==> config.mk <==
export PLATFORM = sky130hd
export DESIGN_NAME = lights_zone_ctrl
export DESIGN_NICKNAME = d
export VERILOG_FILES = /design/src/rtl/lights_zone_ctrl.sv
export SDC_FILE = /design/constraint.sdc
export NUM_CORES = 1
export LEC_CHECK = 0
export BUFFER_PORTS_ARGS = -buffer_cell sky130_fd_sc_hd__buf_4
export CAP_MARGIN = 15
export CORE_ASPECT_RATIO = 1.4
export CORE_MARGIN = 3
export CORE_UTILIZATION = 40
export DETAILED_ROUTE_END_ITERATION = 16
export PLACE_DENSITY = 0.57
export SYNTH_ARGS = -nofsm -noshare
export SYNTH_HDL_FRONTEND = slang
export SYNTH_SLANG_ARGS = --single-unit
==> constraint.sdc <==
create_clock -name clk -period 4.05 [get_ports clk]
set_input_delay 0.405 -clock clk [delete_from_list [all_inputs] [get_ports clk]]
set_output_delay 0.405 -clock clk [all_outputs]
set_load 0.005 [all_outputs]
==> src/rtl/lights_zone_ctrl.sv <==
// Multi-room lighting controller: shared daylight hysteresis flag plus per-room OFF/ON/HOLD FSM with hold-off timer.
// Optional manual override (FORCED state, manual_on_i/manual_off_i ports) enabled by defining LIGHTS_MANUAL_EN.
module lights_zone_ctrl #(
    parameter int N_ROOMS     = 4,
    parameter int LIGHT_W     = 8,
    parameter int ON_THRESH   = 60,
    parameter int OFF_THRESH  = 80,
    parameter int HOLD_CYCLES = 1000
) (
    input  logic               clk,
    input  logic               rst_n,
    input  logic [LIGHT_W-1:0] daylight_i,
    input  logic [N_ROOMS-1:0] presence_i,
`ifdef LIGHTS_MANUAL_EN
    input  logic [N_ROOMS-1:0] manual_on_i,
    input  logic [N_ROOMS-1:0] manual_off_i,
`endif
    output logic [N_ROOMS-1:0] lights_o,
    output logic               dark_o
);

    localparam int                 CNT_W     = $clog2(HOLD_CYCLES + 1);
    localparam logic [LIGHT_W-1:0] ON_T      = LIGHT_W'(ON_THRESH);
    localparam logic [LIGHT_W-1:0] OFF_T     = LIGHT_W'(OFF_THRESH);
    localparam logic [CNT_W-1:0]   HOLD_LOAD = CNT_W'(HOLD_CYCLES - 1);

    typedef enum logic [1:0] {
        ST_OFF,
        ST_ON,
        ST_HOLD
`ifdef LIGHTS_MANUAL_EN
        , ST_FORCED
`endif
    } room_state_e;

    logic dark_q, dark_d;

    // Inside the band between the two thresholds the flag keeps its previous value.
    always_comb begin
        dark_d = dark_q;
        if (daylight_i < ON_T) begin
            dark_d = 1'b1;
        end else if (daylight_i >= OFF_T) begin
            dark_d = 1'b0;
        end
    end

    always_ff @(posedge clk or negedge rst_n) begin
        if (!rst_n) begin
            dark_q <= 1'b0;
        end else begin
            dark_q <= dark_d;
        end
    end

    assign dark_o = dark_q;

    for (genvar i = 0; i < N_ROOMS; i++) begin : g_room
        room_state_e      state_q, state_d;
        logic [CNT_W-1:0] cnt_q, cnt_d;
        logic             light_q;

        always_comb begin
            state_d = state_q;
            cnt_d   = cnt_q;
`ifdef LIGHTS_MANUAL_EN
            if (manual_off_i[i]) begin
                state_d = ST_OFF;
                cnt_d   = '0;
            end else if (manual_on_i[i]) begin
                state_d = ST_FORCED;
                cnt_d   = '0;
            end else
`endif
            begin
                case (state_q)
                    ST_OFF: begin
                        if (dark_q && presence_i[i]) state_d = ST_ON;
                    end
                    ST_ON: begin
                        if (!dark_q) begin
                            state_d = ST_OFF;
                        end else if (!presence_i[i]) begin
                            state_d = ST_HOLD;
                            cnt_d   = HOLD_LOAD;
                        end
                    end
                    ST_HOLD: begin
                        // Bright beats presence, presence beats expiry.
                        if (!dark_q) begin
                            state_d = ST_OFF;
                            cnt_d   = '0;
                        end else if (presence_i[i]) begin
                            state_d = ST_ON;
                            cnt_d   = '0;
                        end else if (cnt_q == '0) begin
                            state_d = ST_OFF;
                        end else begin
                            cnt_d = cnt_q - CNT_W'(1);
                        end
                    end
`ifdef LIGHTS_MANUAL_EN
                    ST_FORCED: begin
                        state_d = ST_FORCED;
                    end
`endif
                    default: begin
                        state_d = ST_OFF;
                        cnt_d   = '0;
                    end
                endcase
            end
        end

        always_ff @(posedge clk or negedge rst_n) begin
            if (!rst_n) begin
                state_q <= ST_OFF;
                cnt_q   <= '0;
                light_q <= 1'b0;
            end else begin
                state_q <= state_d;
                cnt_q   <= cnt_d;
                light_q <= (state_d != ST_OFF);
            end
        end

        assign lights_o[i] = light_q;
    end

endmodule

* Yosys cells after proc, flatten, opt, wreduce, memory -nomap -nowiden
Index checks and enable logic that the tools add are counted.
** Storage, ports and cells
- Register bits :: 53
- Latch bits :: 0
- RAM bits :: 0
- Bits in read-only memories :: 0
- Output and inout bits :: 5
- Word-level logic and storage cells :: 118
- Memories kept :: 0
** Cells by class
- Add/sub/neg operators :: 4
- Multiply operators :: 0
- Divide/modulo/power cells :: 0
- $lt $le $gt $ge :: 2
- Equality and inequality tests :: 20
- Shift operators :: 0
- Multiplexer cells :: 54
- Bitwise operators :: 4
- Reductions and logical operators :: 21
** Operators by type and width (number)
- 2-to-1 mux 10 bit :: 20
- one-hot mux 10 bit (3 select lines) :: 4
- 2-to-1 mux 2 bit :: 24
- logical NOT 10 bit :: 4
- subtractor 10 x 1 -> 10 bit, second input constant :: 4
- one-hot mux 2 bit (3 select lines) :: 4
- != test 2 bit, second input constant :: 8
- != test 4 bit, second input constant :: 4
- AND reduction 4 bit :: 4
- nonzero test 2 bit :: 5
- equality test 2 x 1 -> 1 bit, second input constant :: 4
- equality test 2 bit, second input constant :: 4
- greater-or-equal comparator 8 x 7 -> 1 bit, second input constant :: 1
- logical NOT 2 bit :: 4
- less-than comparator 8 x 6 -> 1 bit, second input constant :: 1
- logical AND 1 bit :: 4
- NOT 1 bit :: 4
- 2-to-1 mux 1 bit :: 2

* Longest topological paths before layout
Gate-level depths: netlist of the first run.
- Depth in word-level cells :: 6
- Gate-level depth with buffers :: 7
- Depth with buffers taken out :: 6

* Worst setup path after synthesis of the first run
No wires, ideal clock.
- Path kind :: register to register
- From :: register g_room[3].cnt_q[0]
- To :: register g_room[3].cnt_q[5]
- Arrival time :: 1.890 ns
- Data required time :: 3.917 ns
- Slack :: 2.028 ns
- Cell stages (with the launch flop) :: 8
- Period minus slack after synthesis :: 2.022 ns
- Path through :: dfrtp_1 > inv_1 > ha_1 > or4b_1 > buf_2 > or4_4 > nand3_2 > o22ai_2
** On the way
- Word-level cells in the longest chain between the ends :: 5
- Elaborated cells between the ends (all ways) :: 8
** RTL lines
- start, declared :: line 60 : logic [CNT_W-1:0] cnt_q, cnt_d;
- start signal, assigned :: line 122 : cnt_q <= cnt_d;
- subtractor 10 x 1 -> 10 bit :: line 99 : cnt_d = cnt_q - CNT_W'(1);
- 2-to-1 mux 10 bit :: line 96 : end else if (cnt_q == '0) begin
- 2-to-1 mux 10 bit :: line 93 : end else if (presence_i[i]) begin
- 2-to-1 mux 10 bit :: line 90 : if (!dark_q) begin
- one-hot mux 10 bit (3 select lines) :: line 76 : case (state_q)
Several ways; a longest one is shown, not always the timed one. The select of a mux whose other input is x is not followed.
A chain may end at the register's enable or synchronous reset.

* Final worst setup path of the first run
- From :: register g_room[1].cnt_q[0]
- To :: register g_room[1].cnt_q[4]
** On the way
- Word-level cells in the longest chain between the ends :: 5
- Elaborated cells between the ends (all ways) :: 8
** RTL lines (line)
- start, declared :: 60
- start signal, assigned :: 122
- subtractor 10 x 1 -> 10 bit :: 99
- 2-to-1 mux 10 bit :: 96
- 2-to-1 mux 10 bit :: 93
- 2-to-1 mux 10 bit :: 90
- one-hot mux 10 bit (3 select lines) :: 76
Several ways; a longest one is shown, not always the timed one. The select of a mux whose other input is x is not followed.

==> results of run 1 <==
-- kinds of logic after synthesis --
kind of cell               count (synthesis)  share of synthesized area [%]
and+or+nand+nor                          116                          19.53
muxes                                      3                         0.9249
AOI/OAI and AO/OA                        148                          28.60
DFF                                       53                          37.71
buffers and inverters                     49                          5.763
adders and majority gates                 21                          7.471
-- state kept, by name, summed over array words and instances (netlist names) --
signal,count
g_room.state_q,8
g_room.light_q,4
g_room.cnt_q,40
dark_o,1
-- layout by cell type, fill, tap and decap left out, types with 10 or more instances in the layout --
cell type / n
a21oi_1: 26
nand3_1: 13
buf_4: 19
ha_1: 21
a31oi_1: 19
o2bb2ai_1: 17
inv_1: 29
o211ai_1: 10
dfrtp_1: 53
o21ai_0: 29
nor2_1: 28
-- critical path: cells and delay by family (launching register included) --
family	cells	cell delay [ns]
buffers and inverters	1	0.10
DFF	1	0.39
AOI/OAI and AO/OA	1	0.24
and+or+nand+nor	3	1.26
adders and majority gates	1	0.22
-- final timing paths --
path	start	end	cells past startpoint
setup / recovery	g_room[1].cnt_q[0]	g_room[1].cnt_q[4]	6
hold / removal	rst_n	g_room[3].cnt_q[4]	1
setup reg to reg	g_room[1].cnt_q[0]	g_room[1].cnt_q[4]	6
hold reg to reg	g_room[0].cnt_q[6]	g_room[0].cnt_q[6]	1
max in group asynchronous	rst_n	g_room[1].cnt_q[7]	1
min in group clk	daylight_i[7]	dark_o	2
-- per-layer routing --
metal	part of all wire (%)	vias up
li1	-	1498
met5	0	-
met4	1.4	0
met3	3.0	6
met1	44	1502
met2	51	58
-- metrics by stage --
step / total power [mW] / setup WS [ns] / util [%] / area [µm²] / hold WS [ns]
after detailed placement: 2.222 / 1.746 / 44.26 / 3694 / 0.4842
after floorplan: 1.891 / 2.028 / - / 3517 / 0.1094
final: 2.647 / 1.728 / 45.90 / 3830 / 0.1458
after global routing: 2.886 / 1.491 / 45.90 / 3830 / 0.2114
after CTS: 2.662 / 1.729 / 45.90 / 3830 / 0.1835
after global placement: 2.208 / 1.766 / 44.26 / 3694 / 0.4878
-- area by class of cell --
type | instances | area, µm² | area share (%)
Multi-Input combinational cell | 288 | 1988 | 51.91
Sequential cell | 53 | 1326 | 34.63
Timing Repair Buffer | 19 | 142.6 | 3.724
Clock buffer | 8 | 136.4 | 3.561
Tap cell | 102 | 127.6 | 3.332
Inverter | 29 | 108.9 | 2.842
-- power by group through the flow --
stage / sequential (mW) / combinational [mW] / clock [mW]
6_report: 0.822 / 1.40 / 0.425
2_1_floorplan: 0.790 / 1.10 / 0
3_3_place_gp: 0.829 / 1.38 / 0
5_1_grt: 0.848 / 1.58 / 0.459
4_1_cts: 0.820 / 1.40 / 0.443
3_5_place_dp: 0.830 / 1.39 / 0
-- cell usage after synthesis (all sizes together) (3+ instances only) --
cell type and count:
and3 6, o22ai 10, or4 4, buf 7, nand4b 3, nor2 28
o21ai 30, nand2 8, dfrtp 53, nand4 4, and3b 4, nand3 14
a32o 3, nand3b 8, a21oi 26, nor3 8, ha 21, a21o 6
inv 29, a31oi 19, nor4 6, nor3b 4, o31ai 3, a222oi 3
a41oi 7, nand2b 8, clkbuf 13, o2bb2ai 18, and2 4, o211ai 10
==> summary.txt, run 1 <==
Global route
  • First-pass GRT wire length: 14090 µm
  • Vias in the first global route: 3110
  • Busiest layer in global routing: met2
  • Met2 Use GR: 31.02%
  • Tot GR Track Use: 17.11%
  • Antenna violations before repair: 0
  • GR Layer Usage met1: 20.19%
  • GRT overflow: 0
  • GR Util met3: 2.661%
  • Largest net degree at the start of global routing: 54

Worst setup path
  • Startpoint Class: register
  • Slowest-stage cell, CP: nor4b_2
  • CP Max Fanout: 9
  • CP Cell Sequence: inv_1, ha_1, nor4b_2, nand4_2, and2_1, a32o_1
  • Slowest Stage Delay on Critical Path: 0.56 ns
  • Worst EP arrival: 2.50 ns
  • Flop2flop setup slack: 1.73 ns
  • Critical Path End Type: register
  • Worst endpoint required time: 4.23 ns
  • Crit path kind: reg2reg

CTS
  • Clk Latency, worst-skew pair: 0.29 ns
  • Postcts setup bufs: 0
  • Clock tree buffer depth: 2
  • TritonCTS clock tree: done
  • CTS Root Cell: clkbuf_16
  • H-tree depth: 2
  • Total clock sinks: 53
  • Clock Pin Slew Worst Setup and Hold Paths: 0.07 ns
  • Post_cts resized: 0
  • TritonCTS Buffers: 5
  • Post-CTS Hold Fix Bufs: 0

Yosys
  • Post-synthesis cell count: 390
  • Post-synth EDFFs: 0
  • Ys async rst share: 100.0%
  • Synthesis Warnings: 0
  • Mapped Area: 3517 µm²
  • Top cell type's share of synthesized area: 37.71%
  • Synth top area cells: dfrtp_1 (38%), ha_1 (7.5%), o2bb2ai_1 (4.2%)
  • Ys flop type: dfrtp_1
  • Area leader, netlist: dfrtp_1
  • Synth Register Bits: 53
  • Syn nets: 425
  • Synthesized area per cell: 9.018 µm²
  • Sequential share of the synthesized area: 37.71%
  • Synth cell types: 55

Cells and area
  • # fillers: 806
  • Share of cells above drive strength 1: 9.320%
  • # nets final: 431
  • Finished Layout Cells: 499
  • Area delta synth->final: 8.894%
  • Antenna cells: 0

Run status
  • Status: finished, final reports clean

Timing
  • Final Max Tran Viols: 0
  • Final Skew: 0.006449 ns
  • Max Freq: 0.4307 GHz
  • Post-route minimum period: 2.322 ns
  • Unrepaired setup endpoints after global routing: false
  • Slew headroom: 41.74%
  • Tcrit/Tclk final: 57.33%
  • Slew at the pin closest to its max-slew limit: 0.8659 ns
  • Final Hold Vio Count: 0
  • Setup violators final: 0
  • Total negative slack: 0 ns

Drt
  • Post-route DRC violation count: 0
  • First-pass DRT Iterations: 4
  • Routed vias: 3064
  • DR iter-0 viols: 161
  • Drt wl/cell: 16.01 µm
  • Routed Antenna Nets: 0
  • Vias per inst: 6.140
  • Final wirelength: 7989 µm

Floorplanning
  • Die height: 117.0 µm
  • Initial Util: 42.15%
  • Core Region: 8344 µm²
  • Die width: 85.25 µm
  • Boundary Pins: 19
  • Die area: 9970 µm²
  • Rows: 39

Pwr
  • Power per cell area: 691.2 nW/µm²
  • Int Power: 1.447 mW
  • Clock power frac: 16.0%
  • Combinational Power Share: 52.9%
  • Leak: 1.616 nW
  • Sw frac: 45.34%
  • Sw power: 1.200 mW
  • Peak VDD IR: 0.0002708 V
  • Seq pwr share: 31.0%

Placement
  • Placed cell count: 491
  • Port buffer count: 16
  • Final HPWL DP: 5701 µm
  • Placer Congestion: 0.8518

Min path
  • Type of the tightest min-delay check: in2async

Job
  • Max_cap viols: 0
No activity file was read; power rests on OpenSTA's default activity.
==> run 2, diff against run 1 <==
Clock period 4.05 ns to 2.3 ns, I/O delays scaled along.
==> run 2 against run 1 <==
First-iteration DRC count is 2.5% higher. Global-route usage is 0.37 points lower. Count of clock-buffer cells in the layout is 3 lower. Combinational power is 84% higher. Worst hold slack worse by 0.072 ns. Flip-flop and latch count stayed put. Critical path depth stayed put. Final cell count is 2.2% higher. Die area stayed put. Design area is 3.1% higher. Sequential power is 76% higher. Setup slack worse by 1.6 ns.
==> summary.txt, run 2 (same netlist as run 1, synthesis figures left out) <==
Timing
  • Slew headroom: 55.24%
  • Post-route minimum period: 2.173 ns
  • Post-route worst setup slack: 0.1271 ns
  • Final Max Tran Viols: 0
  • Tcrit/Tclk final: 94.47%
  • Unrepaired setup endpoints after global routing: false
  • Final Hold Vio Count: 0
  • Slew at the pin closest to its max-slew limit: 0.6663 ns
  • Setup violators final: 0
  • Max Freq: 0.4602 GHz
  • Final Skew: 0.004792 ns
  • Total negative slack: 0 ns

Floorplanning
  • Initial Util: 42.15%
  • Boundary Pins: 19
  • Core Region: 8344 µm²
  • Die width: 85.25 µm
  • Die area: 9970 µm²
  • Rows: 39
  • Die height: 117.0 µm

CTS
  • Post_cts resized: 0
  • TritonCTS clock tree: done
  • Clk Latency, worst-skew pair: 0.30 ns
  • CTS Root Cell: clkbuf_16
  • Clock tree buffer depth: 2
  • H-tree depth: 2
  • TritonCTS Buffers: 5
  • Total clock sinks: 53
  • Clock Pin Slew Worst Setup and Hold Paths: 0.07 ns

Cells and area
  • Largest regs: g_room.cnt_q: 40 flops, g_room.state_q: 8 flops, g_room.light_q: 4 flops
  • Commonest non-fill, non-tap cell in the layout: dfrtp_1
  • Final design utilization: 47.34%
  • Most frequent cells in the layout: dfrtp_1 (53), inv_1 (29), o21ai_0 (29), buf_4 (29), nor2_1 (28)
  • Antenna cells: 0
  • Reg with most FFs: g_room.cnt_q
  • Max FFs per register: 40
  • Share of cells above drive strength 1: 12.25%
  • # nets final: 442
  • Area delta synth->final: 12.31%

Worst setup path
  • Crit-path leading delay family: simple AND/OR/NAND/NOR gates
  • Worst EP arrival: 2.35 ns
  • Critical Path End Type: register
  • Worst setup path end: g_room[3].cnt_q[8]
  • CP Max Fanout: 6
  • CP Buf/Inv Count: 1
  • Startpoint Class: register
  • FF-to-FF path depth: 6
  • CP Cell Sequence: inv_1, ha_1, or4b_1, or4_4, nand3_2, o21ai_0
  • Crit path kind: reg2reg
  • Slowest Stage Delay on Critical Path: 0.58 ns
  • Flop2flop setup slack: 0.13 ns
  • Slowest-stage cell, CP: or4_4
  • Reg2Reg Launch Point: g_room[3].cnt_q[0]
  • CP startpoint: g_room[3].cnt_q[0]
  • Worst endpoint required time: 2.48 ns
  • Critical path depth in cells: 6
  • FF-to-FF End: g_room[3].cnt_q[8]

Drt
  • Routed vias: 3072
  • Drt wl/cell: 15.49 µm
  • Routed Antenna Nets: 0
  • Vias per inst: 6.024
  • Post-route DRC violation count: 0
  • Final wirelength: 7901 µm
  • DR iter-0 viols: 165
  • First-pass DRT Iterations: 5

Run status
  • Status: finished, final reports clean

Pwr
  • Leak: 1.683 nW
  • Peak VDD IR: 0.0006079 V
  • Power per cell area: 1244 nW/µm²

Global route
  • Antenna violations before repair: 0
  • GRT overflow: 0
  • First-pass GRT wire length: 13790 µm
  • Tot GR Track Use: 16.74%
  • Largest net degree at the start of global routing: 54
  • Vias in the first global route: 3016

Placement
  • Port buffer count: 16
  • Place WS: 0.1336 ns
  • Final HPWL DP: 5632 µm
  • Placer Congestion: 0.8504

Job
  • Max_cap viols: 0

Min path
  • Type of the tightest min-delay check: in2reg
-- run 2: cell types whose count changed in the layout (fill, tap and decap cells not counted), sizes merged --
cell	delta
buf	+10
bufinv	+1
clkbuf	-3
clkinv	+1
clkinvlp	+1
dlygate4sd3	+1
-- run 2: worst min-delay path by stage --
stage / cells past startpoint / endpoint / start / slack (ns)
after floorplan: 0 / dark_o / rst_n / -0.07
after global placement: 1 / g_room[3].cnt_q[8] / rst_n / 0.32
after detailed placement: 1 / g_room[3].cnt_q[7] / rst_n / 0.32
after CTS: 2 / dark_o / daylight_i[7] / 0.06
after global routing: 2 / dark_o / daylight_i[7] / 0.07
final: 2 / dark_o / daylight_i[7] / 0.07
-- run 2: worst reg2reg max path: stages, from the launching register on --
cell and delay [ns]:
dfrtp_1 0.41, inv_1 0.07, ha_1 0.20, or4b_1 0.56, or4_4 0.58, nand3_2 0.14
o21ai_0 0.10
-- run 2: power breakdown --
| group | switching (mW) | internal [mW] | leakage, nW |
|---|---|---|---|
| Combinational | 1.52 | 1.06 | 0.883 |
| Sequential | 0.254 | 1.19 | 0.720 |
| Clock | 0.370 | 0.516 | 0.0800 |
-- run 2: per-layer routing --
layer	part of all wire, %	GRT usage [%]	vias to the layer above	wire length, µm
li1	-	-	1520	-
met1	44	19.92	1489	3479
met2	52	30.65	55	4111
met3	2.6	2.451	8	208
met4	1.3	5.808	0	101
met5	0	0	-	0
-- run 2: layout make-up --
class / instances / area, µm²
Timing Repair Buffer: 30 / 227.7
Clock buffer: 5 / 125.1
Tap cell: 102 / 127.6
Clock inverter: 3 / 46.29
Sequential cell: 53 / 1326
Fill cell: 785 / 4394
Inverter: 29 / 108.9
Multi-Input combinational cell: 288 / 1988
-- run 2: what timing repair did --
| item | 4_1_cts | 5_1_grt |
|---|---|---|
| endpoints found under the hold margin | 5 | 0 |
| hold buffers | 1 | 0 |
| setup buffers | 0 | 0 |
-- run 2: metrics by stage --
stage	hold WS [ns]	instances	power [mW]	area [µm²]
after detailed placement	0.3246	501	4.031	3769
final	0.07363	510	4.916	3950
after CTS	0.06419	510	4.950	3950
after global placement	0.3185	501	4.011	3769
after global routing	0.07205	510	5.351	3950
after floorplan	-0.06559	390	3.329	3517
==> run 3, diff against run 2 <==
Settings changed: ABC_AREA set to 1.
==> run 3 against run 2 <==
The flow now finishes with violations (hold timing). Largest power group unchanged. Global-route usage shrank 1.2 points. Clock skew shrank 0.0012 ns. Setup slack gained 0.33 ns. Largest cell class unchanged.
==> summary.txt, run 3 <==
Yosys
  • Synthesized area per cell: 6.614 µm²
  • Syn nets: 608
  • Top cell type's share of synthesized area: 35.00%
  • Synth top area cells: dfrtp_1 (35%), nand2_1 (20%), inv_1 (8.9%)
  • Post-synthesis cell count: 573
  • Post-synth EDFFs: 0
  • Area leader, netlist: dfrtp_1
  • Synth cell types: 26
  • Top cells by count, synth: nand2_1 (203), inv_1 (90), dfrtp_1 (53), nand3_1 (52), o21ai_0 (45)
  • Ys async rst share: 100.0%
  • Synthesis Warnings: 0
  • Top-count cell post-synth: nand2_1
  • Sequential share of the synthesized area: 35.00%
  • Mapped Area: 3790 µm²
  • Ys flop type: dfrtp_1
  • Synth Register Bits: 53

CTS
  • H-tree depth: 2
  • Post-CTS Hold Fix Bufs: 0
  • Clk Latency, worst-skew pair: 0.29 ns
  • Postcts setup bufs: 0
  • CTS Root Cell: clkbuf_16
  • Total clock sinks: 53
  • TritonCTS clock tree: done
  • Post_cts resized: 0
  • TritonCTS Buffers: 5
  • Clock tree buffer depth: 2
  • Clock Pin Slew Worst Setup and Hold Paths: 0.07 ns

Global route
  • Vias in the first global route: 3228
  • First-pass GRT wire length: 13590 µm
  • Antenna violations before repair: 0
  • GRT overflow: 0
  • Tot GR Track Use: 15.50%
  • Largest net degree at the start of global routing: 54

Worst setup path
  • Startpoint Class: register
  • Critical Path End Type: register
  • Worst endpoint required time: 2.48 ns
  • Crit path kind: reg2reg
  • Crit-path leading delay family: simple AND/OR/NAND/NOR gates
  • Slowest Stage Delay on Critical Path: 0.77 ns
  • Most used cell, CP: nand2_1
  • CP Max Fanout: 19
  • Worst EP arrival: 2.03 ns
  • CP Cell Sequence: nand2_1, nor2_4, nand3_2, nand2_4, inv_2, nand2_1, o21ai_1
  • Slowest-stage cell, CP: dfrtp_1
  • CP Buf/Inv Count: 1
  • CP startpoint: dark_o
  • Reg2Reg Launch Point: dark_o

Timing
  • Hold_ws: -0.03284 ns
  • Tcrit/Tclk final: 80.29%
  • Post-route minimum period: 1.847 ns
  • Final Hold Vio Count: 53
  • Slew at the pin closest to its max-slew limit: 0.6785 ns
  • Final Skew: 0.003573 ns
  • Total negative slack: 0 ns
  • Setup violators final: 0
  • Final Max Tran Viols: 0
  • Unrepaired setup endpoints after global routing: false
  • Max Freq: 0.5415 GHz
  • Slew headroom: 54.77%

Cells and area
  • Commonest non-fill, non-tap cell in the layout: nand2_1
  • Most frequent cells in the layout: nand2_1 (203), inv_1 (90), dfrtp_1 (53), nand3_1 (52), o21ai_0 (45)
  • Largest regs: g_room.cnt_q: 40 flops, g_room.state_q: 8 flops, g_room.light_q: 4 flops
  • Finished Layout Cells: 696
  • Antenna cells: 0
  • Area delta synth->final: 9.508%
  • Share of cells above drive strength 1: 9.168%
  • Max FFs per register: 40
  • # nets final: 624
  • Reg with most FFs: g_room.cnt_q
  • # fillers: 953

Min path
  • Type of the tightest min-delay check: in2async

Pwr
  • Combinational Power Share: 56.8%
  • Power per cell area: 1353 nW/µm²
  • Int Power: 2.897 mW
  • Peak VDD IR: 0.0005592 V
  • Sw power: 2.720 mW
  • Leak: 2.327 nW
  • Seq pwr share: 28.0%
  • Clock power frac: 15.2%
  • Sw frac: 48.43%

Floorplanning
  • Die height: 121.2 µm
  • Core Region: 9131 µm²
  • Rows: 41
  • Boundary Pins: 19
  • Die width: 88.27 µm
  • Die area: 10700 µm²
  • Initial Util: 41.50%

Placement
  • Port buffer count: 16
  • Final HPWL DP: 5704 µm
  • Placer Congestion: 0.8825
  • Placed cell count: 689

Drt
  • Vias per inst: 4.914
  • First-pass DRT Iterations: 4
  • Drt wl/cell: 11.06 µm
  • Post-route DRC violation count: 0
  • Routed Antenna Nets: 0
  • Routed vias: 3420
  • DR iter-0 viols: 117
  • Final wirelength: 7701 µm

Run status
  • Status: finished, violations left
  • Failing checks: hold timing

Job
  • Max_cap viols: 0
==> run 3: cell types whose count changed in the layout (fill, tap and decap cells not counted), moves of 8 or more <==
| cell | change |
|---|---|
| nand2_1 | +195 |
| inv_1 | +61 |
| nand3_1 | +39 |
| a21oi_1 | -20 |
| a31oi_1 | -19 |
| o2bb2ai_1 | -17 |
| o21ai_0 | +16 |
| nor2_1 | +14 |
| buf_4 | -13 |
| o21ai_1 | +11 |
| o211ai_1 | -10 |
| o22ai_1 | -9 |
| nand2b_1 | -8 |
==> run 3: worst paths after layout <==
kind / to / slack (ns) / cells after the start
max in group asynchronous: g_room[3].state_q[1] / 1.87 / 1
worst min register to register: g_room[3].cnt_q[2] / 0.50 / 2
worst min-delay path: g_room[0].cnt_q[9] / -0.03 / 1
worst max register to register: g_room[1].cnt_q[0] / 0.45 / 7
min in group clk: dark_o / 0.08 / 2
worst max-delay path: g_room[1].cnt_q[0] / 0.45 / 7
==> run 3: stage by stage <==
step           worst slack, ns  total power [mW]  instance area, µm²  hold slack (ns)  utilization [%]
2_1_floorplan           0.8420             4.119                3790         -0.06559                -
3_3_place_gp            0.4552             4.706                3990           0.3324            43.70
3_5_place_dp            0.3878             4.775                3990           0.3364            43.70
4_1_cts                 0.4226             5.675                4150          0.01455            45.45
5_1_grt                 0.2368             6.274                4150          0.04720            45.45
6_report                0.4534             5.617                4150         -0.03284            45.45
==> run 3: kinds of logic (layout without fill, tap and decap cells) <==
kind of cell | after synthesis | count (layout) | share of synthesized area [%]
buffers and inverters | 104 | 120 | 11.03
AOI/OAI and AO/OA | 68 | 68 | 9.443
adders and majority gates | 21 | 21 | 6.933
xor gates and xnor gates | 1 | 1 | 0.2311
DFF | 53 | 53 | 34.99
and+or+nand+nor | 326 | 326 | 37.37
==> run 3: power groups by stage <==
stage	registers (mW)	clock network, mW	logic (mW)
after floorplan	1.52	0	2.60
after global placement	1.58	0	3.12
after detailed placement	1.59	0	3.19
after CTS	1.58	0.892	3.21
after global routing	1.63	0.915	3.73
final	1.58	0.853	3.19
==> run 3: worst reg2reg max path: stages (launching register included) <==
cell     delay (ns)
dfrtp_1        0.77
nand2_1        0.23
nor2_4         0.25
nand3_2        0.15
nand2_4        0.13
inv_2          0.09
nand2_1        0.06
o21ai_1        0.06
==> run 3: cell type report <==
type | instances | area (µm²) | area share (%)
clock buffer | 5 | 125.1 | 3.015
clock inverter | 2 | 35.03 | 0.8441
inverter | 97 | 364.1 | 8.773
multi-input combinational | 416 | 2046 | 49.29
sequential | 53 | 1326 | 31.96
tap | 107 | 133.9 | 3.226
timing repair buffer | 16 | 120.1 | 2.894
==> run 3: layer usage <==
metal	track usage, %	wire length (µm)	vias to the layer above
li1	-	-	1803
met1	19.04	3524	1567
met2	26.97	3907	41
met3	2.242	184	9
met4	5.766	85	0
met5	0	0	-
